[src/rtl/dcache_pkg.sv]
// Shared types and address-field helpers for the 2-way, 4-set, one-word-per-line
// data cache controller.
package dcache_pkg;

   localparam int unsigned ADDR_W  = 32;
   localparam int unsigned DATA_W  = 32;
   localparam int unsigned TAG_W   = 28;
   localparam int unsigned IDX_W   = 2;
   localparam int unsigned SETS    = 4;
   localparam int unsigned IDX_LSB = 2;
   localparam int unsigned TAG_LSB = 4;

   typedef enum logic [2:0] {
      S_IDLE,
      S_COMPARE,
      S_WRITEBACK,
      S_ALLOC_REQ,
      S_ALLOC_WAIT
   } state_t;

   function automatic logic [ADDR_W-1:0] compose_addr(input logic [TAG_W-1:0] tag,
                                                      input logic [IDX_W-1:0] idx);
      return {tag, idx, 2'b00};
   endfunction

endpackage

[src/rtl/dcache_lru.sv]
// Per-set LRU bits and victim selection: an invalid way is preferred, otherwise
// the way named by the set's LRU bit.
module dcache_lru
   import dcache_pkg::*;
(
   input  logic             clk,
   input  logic             rst,
   input  logic [IDX_W-1:0] idx,
   input  logic             v_way0,
   input  logic             v_way1,
   input  logic             upd_en,
   input  logic             upd_way,
   output logic             victim
);

   logic [SETS-1:0] lru;

   // The stored bit names the way to evict next, i.e. the one not just used.
   always_ff @(posedge clk or posedge rst) begin
      if (rst) begin
         lru <= '0;
      end else if (upd_en) begin
         lru[idx] <= ~upd_way;
      end
   end

   always_comb begin
      victim = lru[idx];
      if (!v_way0) begin
         victim = 1'b0;
      end else if (!v_way1) begin
         victim = 1'b1;
      end
   end

endmodule

[src/rtl/dcache_ctrl.sv]
// Write-back, write-allocate controller for the 2-way x 4-set cache array:
// tag compare, victim writeback, refill and CPU response sequencing.
module dcache_ctrl
   import dcache_pkg::*;
(
   input  logic              clk,
   input  logic              rst,
   input  logic              cpu_req_valid,
   input  logic              cpu_req_we,
   input  logic [ADDR_W-1:0] cpu_req_addr,
   input  logic [DATA_W-1:0] cpu_req_wdata,
   output logic              cpu_req_ready,
   output logic              cpu_resp_valid,
   output logic [DATA_W-1:0] cpu_resp_rdata,
   output logic              mem_req_valid,
   output logic              mem_req_we,
   output logic [ADDR_W-1:0] mem_req_addr,
   output logic [DATA_W-1:0] mem_req_wdata,
   input  logic              mem_req_ready,
   input  logic              mem_resp_valid,
   input  logic [DATA_W-1:0] mem_resp_rdata,
   output logic              arr_write_en,
   output logic [IDX_W-1:0]  arr_index,
   output logic              arr_victim_way,
   output logic              arr_v_write,
   output logic [TAG_W-1:0]  arr_tag_write,
   output logic [DATA_W-1:0] arr_data_write,
   output logic              arr_dirty_write,
   input  logic              arr_v_way0,
   input  logic              arr_v_way1,
   input  logic              arr_dirty_way0,
   input  logic              arr_dirty_way1,
   input  logic [TAG_W-1:0]  arr_tag_way0,
   input  logic [TAG_W-1:0]  arr_tag_way1,
   input  logic [DATA_W-1:0] arr_data_way0,
   input  logic [DATA_W-1:0] arr_data_way1
);

   state_t             state;
   logic               req_we;
   logic [TAG_W-1:0]   req_tag;
   logic [IDX_W-1:0]   req_idx;
   logic [DATA_W-1:0]  req_wdata;
   logic               victim_q;
   logic [TAG_W-1:0]   vic_tag;
   logic [DATA_W-1:0]  vic_data;
   logic               resp_pend;
   logic               hit0, hit1, hit, hit_way;
   logic               victim, vic_dirty;
   logic               in_compare, in_wait;
   logic               lru_upd_en, lru_upd_way;
   logic               unused_addr_bits;

   assign unused_addr_bits = &{1'b0, cpu_req_addr[IDX_LSB-1:0]};

   assign in_compare = (state == S_COMPARE);
   assign in_wait    = (state == S_ALLOC_WAIT);

   assign hit0    = arr_v_way0 && (arr_tag_way0 == req_tag);
   assign hit1    = arr_v_way1 && (arr_tag_way1 == req_tag);
   assign hit     = hit0 || hit1;
   assign hit_way = !hit0;

   assign vic_dirty = victim ? (arr_v_way1 && arr_dirty_way1) : (arr_v_way0 && arr_dirty_way0);

   assign lru_upd_en  = (in_compare && hit) || (in_wait && mem_resp_valid);
   assign lru_upd_way = in_compare ? hit_way : victim_q;

   dcache_lru u_lru (
      .clk     (clk),
      .rst     (rst),
      .idx     (req_idx),
      .v_way0  (arr_v_way0),
      .v_way1  (arr_v_way1),
      .upd_en  (lru_upd_en),
      .upd_way (lru_upd_way),
      .victim  (victim)
   );

   assign cpu_req_ready = (state == S_IDLE);

   // Memory side decodes straight from the state register so an async reset drops it at once.
   assign mem_req_valid = (state == S_WRITEBACK) || (state == S_ALLOC_REQ);
   assign mem_req_we    = (state == S_WRITEBACK);
   assign mem_req_addr  = (state == S_WRITEBACK) ? compose_addr(vic_tag, req_idx)
                                                 : compose_addr(req_tag, req_idx);
   assign mem_req_wdata = vic_data;

   assign arr_index       = req_idx;
   assign arr_write_en    = (in_compare && hit && req_we) || (in_wait && mem_resp_valid);
   assign arr_victim_way  = in_compare ? hit_way : victim_q;
   assign arr_v_write     = 1'b1;
   assign arr_tag_write   = req_tag;
   assign arr_dirty_write = req_we;
   assign arr_data_write  = (in_wait && !req_we) ? mem_resp_rdata : req_wdata;

   always_ff @(posedge clk or posedge rst) begin
      if (rst) begin
         state          <= S_IDLE;
         req_we         <= 1'b0;
         req_tag        <= '0;
         req_idx        <= '0;
         req_wdata      <= '0;
         victim_q       <= 1'b0;
         vic_tag        <= '0;
         vic_data       <= '0;
         resp_pend      <= 1'b0;
         cpu_resp_valid <= 1'b0;
         cpu_resp_rdata <= '0;
      end else begin
         cpu_resp_valid <= resp_pend;
         resp_pend      <= 1'b0;
         case (state)
            S_IDLE: begin
               if (cpu_req_valid) begin
                  req_we    <= cpu_req_we;
                  req_tag   <= cpu_req_addr[ADDR_W-1:TAG_LSB];
                  req_idx   <= cpu_req_addr[TAG_LSB-1:IDX_LSB];
                  req_wdata <= cpu_req_wdata;
                  state     <= S_COMPARE;
               end
            end
            S_COMPARE: begin
               if (hit) begin
                  resp_pend      <= 1'b1;
                  cpu_resp_rdata <= req_we ? req_wdata : (hit0 ? arr_data_way0 : arr_data_way1);
                  state          <= S_IDLE;
               end else begin
                  victim_q <= victim;
                  vic_tag  <= victim ? arr_tag_way1 : arr_tag_way0;
                  vic_data <= victim ? arr_data_way1 : arr_data_way0;
                  state    <= vic_dirty ? S_WRITEBACK : S_ALLOC_REQ;
               end
            end
            S_WRITEBACK: begin
               if (mem_req_ready) begin
                  state <= S_ALLOC_REQ;
               end
            end
            S_ALLOC_REQ: begin
               if (mem_req_ready) begin
                  state <= S_ALLOC_WAIT;
               end
            end
            S_ALLOC_WAIT: begin
               if (mem_resp_valid) begin
                  resp_pend      <= 1'b1;
                  cpu_resp_rdata <= arr_data_write;
                  state          <= S_IDLE;
               end
            end
            default: state <= S_IDLE;
         endcase
      end
   end

   a_single_hit: assert property (@(posedge clk) disable iff (rst)
      (state == S_COMPARE) |-> !(hit0 && hit1));

endmodule
[config.mk]
export PLATFORM = sky130hd
export DESIGN_NAME = dcache_ctrl
export DESIGN_NICKNAME = d
export VERILOG_FILES = /design/src/rtl/dcache_pkg.sv /design/src/rtl/dcache_lru.sv /design/src/rtl/dcache_ctrl.sv
export SDC_FILE = /design/constraint.sdc
export NUM_CORES = 1
export LEC_CHECK = 0
export CELL_PAD_IN_SITES_DETAIL_PLACEMENT = 1
export CELL_PAD_IN_SITES_GLOBAL_PLACEMENT = 2
export CORE_MARGIN = 2
export CORE_UTILIZATION = 28
export DETAILED_ROUTE_END_ITERATION = 7
export PLACE_DENSITY_LB_ADDON = 0.1
export SLEW_MARGIN = 20
export SYNTH_ARGS = -nofsm -noshare
export SYNTH_HDL_FRONTEND = slang
export SYNTH_SLANG_ARGS = --single-unit
[constraint.sdc]
create_clock -name clk -period 15.3 [get_ports clk]
set_input_delay 3.06 -clock clk [delete_from_list [all_inputs] [get_ports clk]]
set_output_delay 3.06 -clock clk [all_outputs]
set_load 0.01 [all_outputs]
==> results of run 1 <==
## area by class of cell
cell class / instances / area (sq um)
Clock buffer: 21 / 470
Clock inverter: 11 / 174
Fill cell: 3834 / 19800
Inverter: 7 / 31.3
Multi-Input combinational cell: 704 / 5240
Sequential cell: 165 / 4130
Tap cell: 455 / 569
Timing Repair Buffer: 408 / 4060
## layer usage
metal	up-vias	part of all wire [%]	routed length, um	GRT usage [%]
met4	8	2.3	957	6.74
met1	4640	42	17600	27.6
li1	4270	-	-	-
met2	262	49	20600	38.9
met3	42	6.3	2620	6.50
met5	-	0.13	54	0
## power by group through the flow
stage	Sequential [mW]	Clock [mW]	Combinational (mW)
after floorplan	0.860	0	0.771
after global placement	0.851	0	1.59
after detailed placement	0.859	0	1.61
after CTS	0.853	0.498	1.62
after global routing	0.885	0.516	1.73
final	0.850	0.484	1.60
## worst register-to-register path: cells and delay by family, from the launching register on
family	cells	cell delay (ns)
compound gates	2	0.48
xor+xnor	1	0.28
buf+inv	4	1.84
flops	1	0.45
simple gates	3	0.70
## flip-flops by register name, indices dropped and copies added (netlist names)
| signal | flops |
|---|---|
| state | 3 |
| vic_tag | 28 |
| mem_req_wdata | 32 |
| arr_tag_write | 28 |
| victim_q | 1 |
| cpu_resp_rdata | 32 |
| req_wdata | 32 |
| u_lru.lru | 4 |
| resp_pend | 1 |
| arr_dirty_write | 1 |
| cpu_resp_valid | 1 |
| arr_index | 2 |
## stage by stage
stage                     instances  worst slack (ns)  utilization, %
after floorplan                 973              7.59               -
after global placement         1737              6.47            40.6
after detailed placement       1737              6.51            40.6
after CTS                      1769              6.50            42.4
after global routing           1771              6.31            42.6
final                          1771              6.50            42.6
## placed cells by master, fill, tap and decap left out, drive strengths merged, types with 3 or more instances in the layout
master / instances
clkdlybuf4s50: 386
dfrtp: 165
mux2: 127
a31oi: 93
nand2: 79
mux2i: 62
a21oi: 62
xnor2: 44
o21ai: 39
nor2: 37
and3: 32
a211oi: 32
o32a: 32
buf: 22
clkbuf: 21
xor2: 12
nand4: 12
nand3: 8
nor4: 8
inv: 7
and2: 5
bufinv: 4
clkinv: 4
conb: 3
clkinvlp: 3
## logic make-up (layout without fill, tap and decap cells)
group                     after synthesis  in the layout  share of synthesized area (%)
buffers and inverters                 104            447                           4.79
other                                   2              3                         0.0767
muxes                                 190            190                           21.2
xor gates and xnor gates               56             56                           5.01
and+or+nand+nor                       192            192                           9.53
AOI/OAI and AO/OA                     263            263                           17.3
DFF                                   165            165                           42.2
## path summary, 6_finish.rpt
| check | start | to | cells past startpoint |
|---|---|---|---|
| max | arr_tag_way0[6] | arr_victim_way | 9 |
| min | resp_pend$_DFF_PP0_ | cpu_resp_valid$_DFF_PP0_ | 0 |
| max reg2reg | arr_tag_write[0]$_DFFE_PP0P_ | cpu_resp_rdata[28]$_DFFE_PP0P_ | 10 |
| min reg2reg | resp_pend$_DFF_PP0_ | cpu_resp_valid$_DFF_PP0_ | 0 |
| max in group asynchronous | rst | cpu_resp_rdata[23]$_DFFE_PP0P_ | 3 |
| min in group asynchronous | rst | arr_index[0]$_DFFE_PP0P_ | 2 |
==> impl_metrics.env, run 1 <==
export IMPL_antenna_cells=0
export IMPL_irDropWorstVdd_v=0.0000928
export IMPL_cts_reportedPaths_clkPinSlew_ns=0.06
export IMPL_crit_fanout=34
export IMPL_tightest_slew_ns=0.982
export IMPL_cp_end_kind="output pin"
export IMPL_clkLatencyLatePin_ns=0.45
export IMPL_gr_total_overflow=0
export IMPL_place_congestion=0.816
export IMPL_pwr_share_seq_pct=29.0
export IMPL_arrival_ns=5.74
export IMPL_power_density_mw_per_mm2=200
export IMPL_die_h_um=191
export IMPL_tritoncts="yes"
export IMPL_drc_errors=0
export IMPL_finish_net_count=1529
export IMPL_ys_async_sr_fraction_pct=100
export IMPL_yosys_cell_count_top_type="dfrtp_1"
export IMPL_ys_ff_latch=165
export IMPL_critPathKind="in2out"
export IMPL_synthCells=972
export IMPL_combinationalPowerShare_pct=54.5
export IMPL_row_count=68
export IMPL_dieArea_sq_mm=0.0365
export IMPL_switchingPower_mw=1.13
export IMPL_drt_first_iter_violations=386
export IMPL_finalPower_mw=2.93
export IMPL_cts_made_buffers=17
export IMPL_period_share_pct=57.5
export IMPL_setup_violations=0
export IMPL_hp_class="reg2reg"
export IMPL_grt_max_degree=107
export IMPL_status="completed"
export IMPL_synthDistinctLibCells=42
export IMPL_path_common_cell="clkdlybuf4s50_1"
export IMPL_final_layout_size_suffix_gt1_share_pct=14.7
export IMPL_ant_nets=0
export IMPL_clkSinkCount=165
export IMPL_fin_skew_ns=0.0111
export IMPL_cts_root_buf="clkbuf_16"
export IMPL_grt_pass1_wl_um=61700
export IMPL_synth_top_area_share_pct=42.2
export IMPL_initial_core_util_pct=28.4
export IMPL_yosys_warnings=0
export IMPL_finalCriticalPeriod_ns=8.80
export IMPL_postCtsHoldBufs=0
export IMPL_fin_hold_ws_ns=0.352
export IMPL_pwr_share_clk_pct=16.5
export IMPL_yosysSeqAreaShare_pct=42.2
export IMPL_cts_repair_resized=0
export IMPL_fmax_mhz=114
export IMPL_numPortBuffers=386
export IMPL_synth_edf_count=0
export IMPL_slew_violations=0
export IMPL_tns_ns=0
export IMPL_grt_pass1_vias=9832
export IMPL_grt_total_usage_pct=22.7
export IMPL_finalWirelength_um=41800
export IMPL_yosysTopAreaCell="dfrtp_1"
export IMPL_synth_area_leaders="dfrtp_1 (42%), mux2_2 (15%), mux2i_1 (6.3%)"
export IMPL_cp_required_ns=12.24
export IMPL_io_pins=392
export IMPL_clock_path_buffers=2
export IMPL_area_growth_pct=49.8
export IMPL_cp_top_family="buffers and inverters"
export IMPL_post_drt_wl_per_cell_um=23.6
export IMPL_dr_pass1_iters=4
export IMPL_synth_area_sq_mm=0.00979
export IMPL_path_cells="clkdlybuf4s50_1 -> xor2_1 -> nor4_4 -> buf_4 -> and4_1 -> nand2_1 -> a21oi_1 -> inv_1 -> clkdlybuf4s50_1"
export IMPL_design_area_sq_mm=0.0147
export IMPL_slew_headroom_pct=34.6
export IMPL_antenna_found_initial=4
export IMPL_drv_cap=0
export IMPL_syn_avg_cell_area_sq_um=10.1
export IMPL_die_w_um=191
export IMPL_reg2reg_slack_ns=11.48
export IMPL_vias=9222
export IMPL_synth_common_cells="dfrtp_1 (165), mux2_2 (127), a31oi_1 (93), nand2_1 (79)"
export IMPL_critPathBufInv=4
export IMPL_start_kind="primary input"
export IMPL_finalHoldViolCount=0
export IMPL_cp_slowest_cell="clkdlybuf4s50_1"
export IMPL_p_leak_nw=5.80
export IMPL_postCtsSetupRepairBufs=0
export IMPL_p_int_mw=1.80
export IMPL_dpl_instance_area_sq_mm=0.0140
export IMPL_core_sq_mm=0.0345
export IMPL_swShare_pct=38.6
export IMPL_cp_slowest_stage_delay_ns=0.48
export IMPL_htree_levels=4
export IMPL_dp_hpwl_um=30200
export IMPL_rsz0062_at_grt="no"
export IMPL_via_per_inst=5.21
export IMPL_synthFlopType="dfrtp_1"
No activity file was read; power rests on OpenSTA's default activity.
==> inputs of run 2 (changes only) <==
CORE_UTILIZATION = 23   (was 28)
clock period = 7.14 ns   (was 15.3 ns; I/O delays follow)
==> run 2 against run 1 <==
Compared with the run above: worst hold slack worse by 0.00058 ns; global-route usage is 2.1 points lower; critical path depth is 2 lower; wire length is 8.0% higher; setup slack worse by 5.0 ns; cell count is 4.7% higher; core utilization is 7.5 points lower; clock power is 86% higher; flip-flop and latch count stayed put; total power is 110% higher; first-iteration DRC count is 10% lower; clock skew hardly changed; critical path type unchanged.
==> impl_metrics.env, run 2 (synthesis results as in run 1) <==
export IMPL_swShare_pct=40.2
export IMPL_start_kind="primary input"
export IMPL_area_growth_pct=50.2
export IMPL_clkSinkCount=165
export IMPL_grt_total_usage_pct=20.6
export IMPL_core_sq_mm=0.0419
export IMPL_numPortBuffers=386
export IMPL_postCtsSetupRepairBufs=0
export IMPL_place_inst=1819
export IMPL_hp_class="reg2reg"
export IMPL_finalWirelength_um=45100
export IMPL_tightest_slew_ns=1.08
export IMPL_status="completed"
export IMPL_arrival_ns=4.18
export IMPL_gr_total_overflow=0
export IMPL_cts_root_buf="clkbuf_16"
export IMPL_pwr_share_clk_pct=14.6
export IMPL_setup_violations=0
export IMPL_drv_cap=0
export IMPL_p_int_mw=3.70
export IMPL_finalHoldViolCount=0
export IMPL_grt_pass1_wl_um=66300
export IMPL_drc_errors=0
export IMPL_dp_hpwl_um=32200
export IMPL_via_per_inst=4.95
export IMPL_finish_net_count=1527
export IMPL_fmax_mhz=178
export IMPL_antenna_found_initial=6
export IMPL_grt_pass1_vias=9942
export IMPL_fin_skew_ns=0.0113
export IMPL_p_leak_nw=5.75
export IMPL_fillCellCount=4708
export IMPL_place_congestion=0.789
export IMPL_die_h_um=210
export IMPL_period_share_pct=78.5
export IMPL_vias=9184
export IMPL_irDropWorstVdd_v=0.000224
export IMPL_row_count=75
export IMPL_crit_fanout=2
export IMPL_postCtsHoldBufs=0
export IMPL_rsz0062_at_grt="no"
export IMPL_slew_headroom_pct=27.8
export IMPL_clock_path_buffers=2
export IMPL_layout_commonest_cell="clkdlybuf4s50_1"
export IMPL_grt_max_degree=108
export IMPL_tns_ns=0
export IMPL_layout_common_cells="clkdlybuf4s50_1 (386), dfrtp_1 (164), mux2_2 (127)"
export IMPL_post_drt_wl_per_cell_um=24.3
export IMPL_io_pins=392
export IMPL_cp_required_ns=5.71
export IMPL_htree_levels=4
export IMPL_power_density_mw_per_mm2=420
export IMPL_final_cells=1855
export IMPL_tritoncts="yes"
export IMPL_final_layout_size_suffix_gt1_share_pct=14.3
export IMPL_combinationalPowerShare_pct=55.9
export IMPL_ant_nets=0
export IMPL_dieArea_sq_mm=0.0443
export IMPL_dr_pass1_iters=4
export IMPL_clkLatencyLatePin_ns=0.50
export IMPL_finalPower_mw=6.18
export IMPL_pwr_share_seq_pct=29.5
export IMPL_die_w_um=210
export IMPL_switchingPower_mw=2.49
export IMPL_cts_repair_resized=0
export IMPL_critPathKind="in2out"
export IMPL_finalCriticalPeriod_ns=5.61
export IMPL_drt_first_iter_violations=346
export IMPL_cts_reportedPaths_clkPinSlew_ns=0.06
export IMPL_cts_made_buffers=17
export IMPL_slew_violations=0
export IMPL_initial_core_util_pct=23.3
export IMPL_cp_end_kind="output pin"
[run 2: cell count changes in the layout (fill, tap and decap cells not counted), moves of 2 or more]
| cell | before | now |
|---|---|---|
| clkbuf_1 | 1 | 4 |
| diode_2 | 0 | 3 |
| buf_4 | 20 | 15 |
| clkinv_2 | 1 | 3 |
| bufinv_16 | 4 | 0 |
| buf_16 | 1 | 3 |
[run 2: power groups by stage]
| stage | combinational (mW) | sequential (mW) | clock, mW |
|---|---|---|---|
| 2_1_floorplan | 1.65 | 1.84 | 0 |
| 3_3_place_gp | 3.47 | 1.83 | 0 |
| 3_5_place_dp | 3.48 | 1.84 | 0 |
| 4_1_cts | 3.50 | 1.83 | 0.939 |
| 5_1_grt | 3.73 | 1.90 | 0.968 |
| 6_report | 3.46 | 1.83 | 0.901 |
[run 2: stage by stage]
step | util, % | hold WS (ns) | worst slack [ns] | cell area [sq um]
finish | 35.1 | 0.351 | 1.53 | 14700
global route | 35.1 | 0.372 | 1.36 | 14700
CTS | 34.9 | 0.355 | 1.57 | 14600
detailed placement | 33.7 | 0.340 | 1.57 | 14100
global placement | 33.6 | 0.333 | 1.57 | 14100
floorplan | - | 0.331 | 1.25 | 9800
[run 2: path summary, 6_finish.rpt]
kind | from | endpoint | slack, ns | cells after the start
worst min-delay path | resp_pend$_DFF_PP0_ | cpu_resp_valid$_DFF_PP0_ | 0.35 | 0
worst max-delay path | arr_tag_way0[21] | arr_write_en | 1.53 | 7
worst min register to register | resp_pend$_DFF_PP0_ | cpu_resp_valid$_DFF_PP0_ | 0.35 | 0
min in group asynchronous | rst | arr_tag_write[21]$_DFFE_PP0P_ | 1.37 | 2
max in group asynchronous | rst | arr_tag_write[20]$_DFFE_PP0P_ | 4.63 | 3
worst max register to register | arr_tag_write[14]$_DFFE_PP0P_ | u_lru.lru[0]$_DFFE_PP0P_ | 3.56 | 9
[run 2: cell type report]
| class | instances | area, sq um | share of cell area [%] |
|---|---|---|---|
| Sequential cell | 165 | 4130 | 28.1 |
| Timing Repair Buffer | 406 | 4090 | 27.8 |
| Clock inverter | 8 | 53.8 | 0.366 |
| Clock buffer | 23 | 468 | 3.18 |
| Multi-Input combinational cell | 704 | 5250 | 35.7 |
| Tap cell | 539 | 674 | 4.59 |
| Antenna cell | 3 | 7.51 | 0.0510 |
| Inverter | 7 | 31.3 | 0.213 |
[run 2: critical path, cell delays in order]
cell,delay (ns)
clkdlybuf4s50_1,0.45
xnor2_1,0.50
nand4_1,0.16
nor4_1,0.47
a22oi_2,0.21
o31ai_1,0.26
clkdlybuf4s50_1,0.68
[run 2: routing by layer]
metal  track usage, %  vias up  part of all wire (%)
met5                0        -                 0.098
met4             7.87        6                   2.5
met1             24.9     4607                    43
li1                 -     4274                     -
met3             6.47       54                   6.4
met2             34.1      243                    48
==> inputs of run 3 (changes only) <==
clock period = 4.88 ns   (was 7.14 ns; I/O delays follow)
==> run 3 against run 2 <==
Compared with the run above: sequential share of layout area shrank 0.13 points; setup slack lost 1.2 ns; core utilization up 0.16 points; total power up 50%; sequential power is 46% higher; global-route usage fell by 0.46 points; worst hold slack gained 0.015 ns; flip-flop and latch count unchanged.
==> impl_metrics.env, run 3 (synthesis results as in run 1) <==
export IMPL_fmax_mhz=220
export IMPL_grt_total_usage_pct=20.1
export IMPL_cp_required_ns=3.90
export IMPL_post_drt_wl_per_cell_um=24.2
export IMPL_whs_path_depth=0
export IMPL_start_kind="primary input"
export IMPL_tritoncts="yes"
export IMPL_pwr_share_clk_pct=16.5
export IMPL_htree_levels=4
export IMPL_design_area_sq_mm=0.0148
export IMPL_status="completed"
export IMPL_tightest_slew_ns=1.06
export IMPL_dpl_instance_area_sq_mm=0.0141
export IMPL_area_growth_pct=50.8
export IMPL_cts_root_buf="clkbuf_16"
export IMPL_worst_slack_ns=0.338
export IMPL_antenna_found_initial=5
export IMPL_grt_pass1_wl_um=65400
export IMPL_clock_path_buffers=2
export IMPL_cp_end_kind="output pin"
export IMPL_vias=9241
export IMPL_hp_class="reg2reg"
export IMPL_slew_headroom_pct=29.2
export IMPL_combinationalPowerShare_pct=54.7
export IMPL_numPortBuffers=386
export IMPL_ant_nets=0
export IMPL_clkLatencyLatePin_ns=0.46
export IMPL_finalWirelength_um=44800
export IMPL_arrival_ns=3.57
export IMPL_cts_reportedPaths_clkPinSlew_ns=0.06
export IMPL_clkSinkCount=165
export IMPL_setup_violations=0
export IMPL_layout_common_cells="clkdlybuf4s50_1 (386), dfrtp_1 (164), mux2_2 (127)"
export IMPL_drt_first_iter_violations=388
export IMPL_worstRegToRegCells=8
export IMPL_drc_errors=0
export IMPL_die_w_um=210
export IMPL_finalHoldViolCount=0
export IMPL_dp_hpwl_um=32600
export IMPL_grt_max_degree=89
export IMPL_cts_repair_resized=0
export IMPL_finalCriticalPeriod_ns=4.54
export IMPL_initial_core_util_pct=23.3
export IMPL_crit_fanout=5
export IMPL_pwr_share_seq_pct=28.9
export IMPL_p_int_mw=5.62
export IMPL_drv_cap=0
export IMPL_layout_commonest_cell="clkdlybuf4s50_1"
export IMPL_core_sq_mm=0.0419
export IMPL_dr_pass1_iters=4
export IMPL_p_leak_nw=5.80
export IMPL_period_share_pct=93.1
export IMPL_row_count=75
export IMPL_switchingPower_mw=3.63
export IMPL_dieArea_sq_mm=0.0443
export IMPL_gr_total_overflow=0
export IMPL_swShare_pct=39.3
export IMPL_cts_made_buffers=17
export IMPL_fin_hold_ws_ns=0.366
export IMPL_via_per_inst=4.98
export IMPL_rsz0062_at_grt="no"
export IMPL_place_congestion=0.766
export IMPL_irDropWorstVdd_v=0.000230
export IMPL_critPathKind="in2out"
export IMPL_fin_skew_ns=0.0122
export IMPL_power_density_mw_per_mm2=626
export IMPL_post_route_util_pct=35.2
export IMPL_final_layout_size_suffix_gt1_share_pct=14.8
export IMPL_die_h_um=210
export IMPL_io_pins=392
export IMPL_postCtsHoldBufs=0
export IMPL_postCtsSetupRepairBufs=0
export IMPL_grt_pass1_vias=9882
export IMPL_finish_net_count=1529
export IMPL_tns_ns=0
export IMPL_place_ws_ns=0.382
export IMPL_slew_violations=0
[run 3: cell types whose count changed in the layout (fill, tap and decap cells not counted), sizes merged]
cell and delta:
buf +2, bufinv +4, clkbuf -3, clkinv -2
clkinvlp -2, diode -2, inv +3
[run 3: layout make-up]
| type | instances | area, sq um |
|---|---|---|
| sequential | 165 | 4130 |
| tap | 539 | 674 |
| timing repair buffer | 408 | 4050 |
| antenna | 1 | 2.50 |
| inverter | 7 | 30.0 |
| clock inverter | 11 | 173 |
| multi-input combinational | 704 | 5250 |
| clock buffer | 20 | 457 |
| fill | 4672 | 27200 |
[run 3: path summary, 6_finish.rpt]
path	end	slack (ns)	from
min in group asynchronous	arr_tag_write[21]$_DFFE_PP0P_	1.00	rst
setup reg to reg	mem_req_wdata[17]$_DFFE_PP0P_	1.72	arr_tag_write[2]$_DFFE_PP0P_
hold reg to reg	cpu_resp_valid$_DFF_PP0_	0.37	resp_pend$_DFF_PP0_
hold / removal	cpu_resp_valid$_DFF_PP0_	0.37	resp_pend$_DFF_PP0_
setup / recovery	arr_victim_way	0.34	arr_tag_way0[3]
max in group asynchronous	cpu_resp_rdata[1]$_DFFE_PP0P_	3.36	rst
[run 3: metal layers]
| metal | share of wire, % | up-vias | global-route usage, % |
|---|---|---|---|
| li1 | - | 4264 | - |
| met1 | 45 | 4705 | 25.4 |
| met2 | 48 | 223 | 33.8 |
| met3 | 5.3 | 39 | 5.66 |
| met4 | 1.6 | 10 | 4.96 |
| met5 | 0.17 | - | 0 |
[run 3: power by group through the flow]
stage / sequential [mW] / clock, mW / combinational [mW]
2_1_floorplan: 2.70 / 0 / 2.42
3_3_place_gp: 2.68 / 0 / 5.08
3_5_place_dp: 2.70 / 0 / 5.12
4_1_cts: 2.68 / 1.58 / 5.15
5_1_grt: 2.78 / 1.63 / 5.44
6_report: 2.67 / 1.52 / 5.05
[run 3: stage by stage]
stage               cells  total power, mW
floorplan             973             5.11
detailed placement   1823             7.82
CTS                  1854             9.41
global placement     1823             7.76
global route         1854             9.85
finish               1855             9.25
[run 3: worst max-delay path, cell delays in order]
cell and delay [ns]:
clkdlybuf4s50_1 0.45, xnor2_1 0.43, nand4_1 0.16, nor4_1 0.43, nand2_1 0.16, a21oi_1 0.36
inv_1 0.07, clkdlybuf4s50_1 0.52
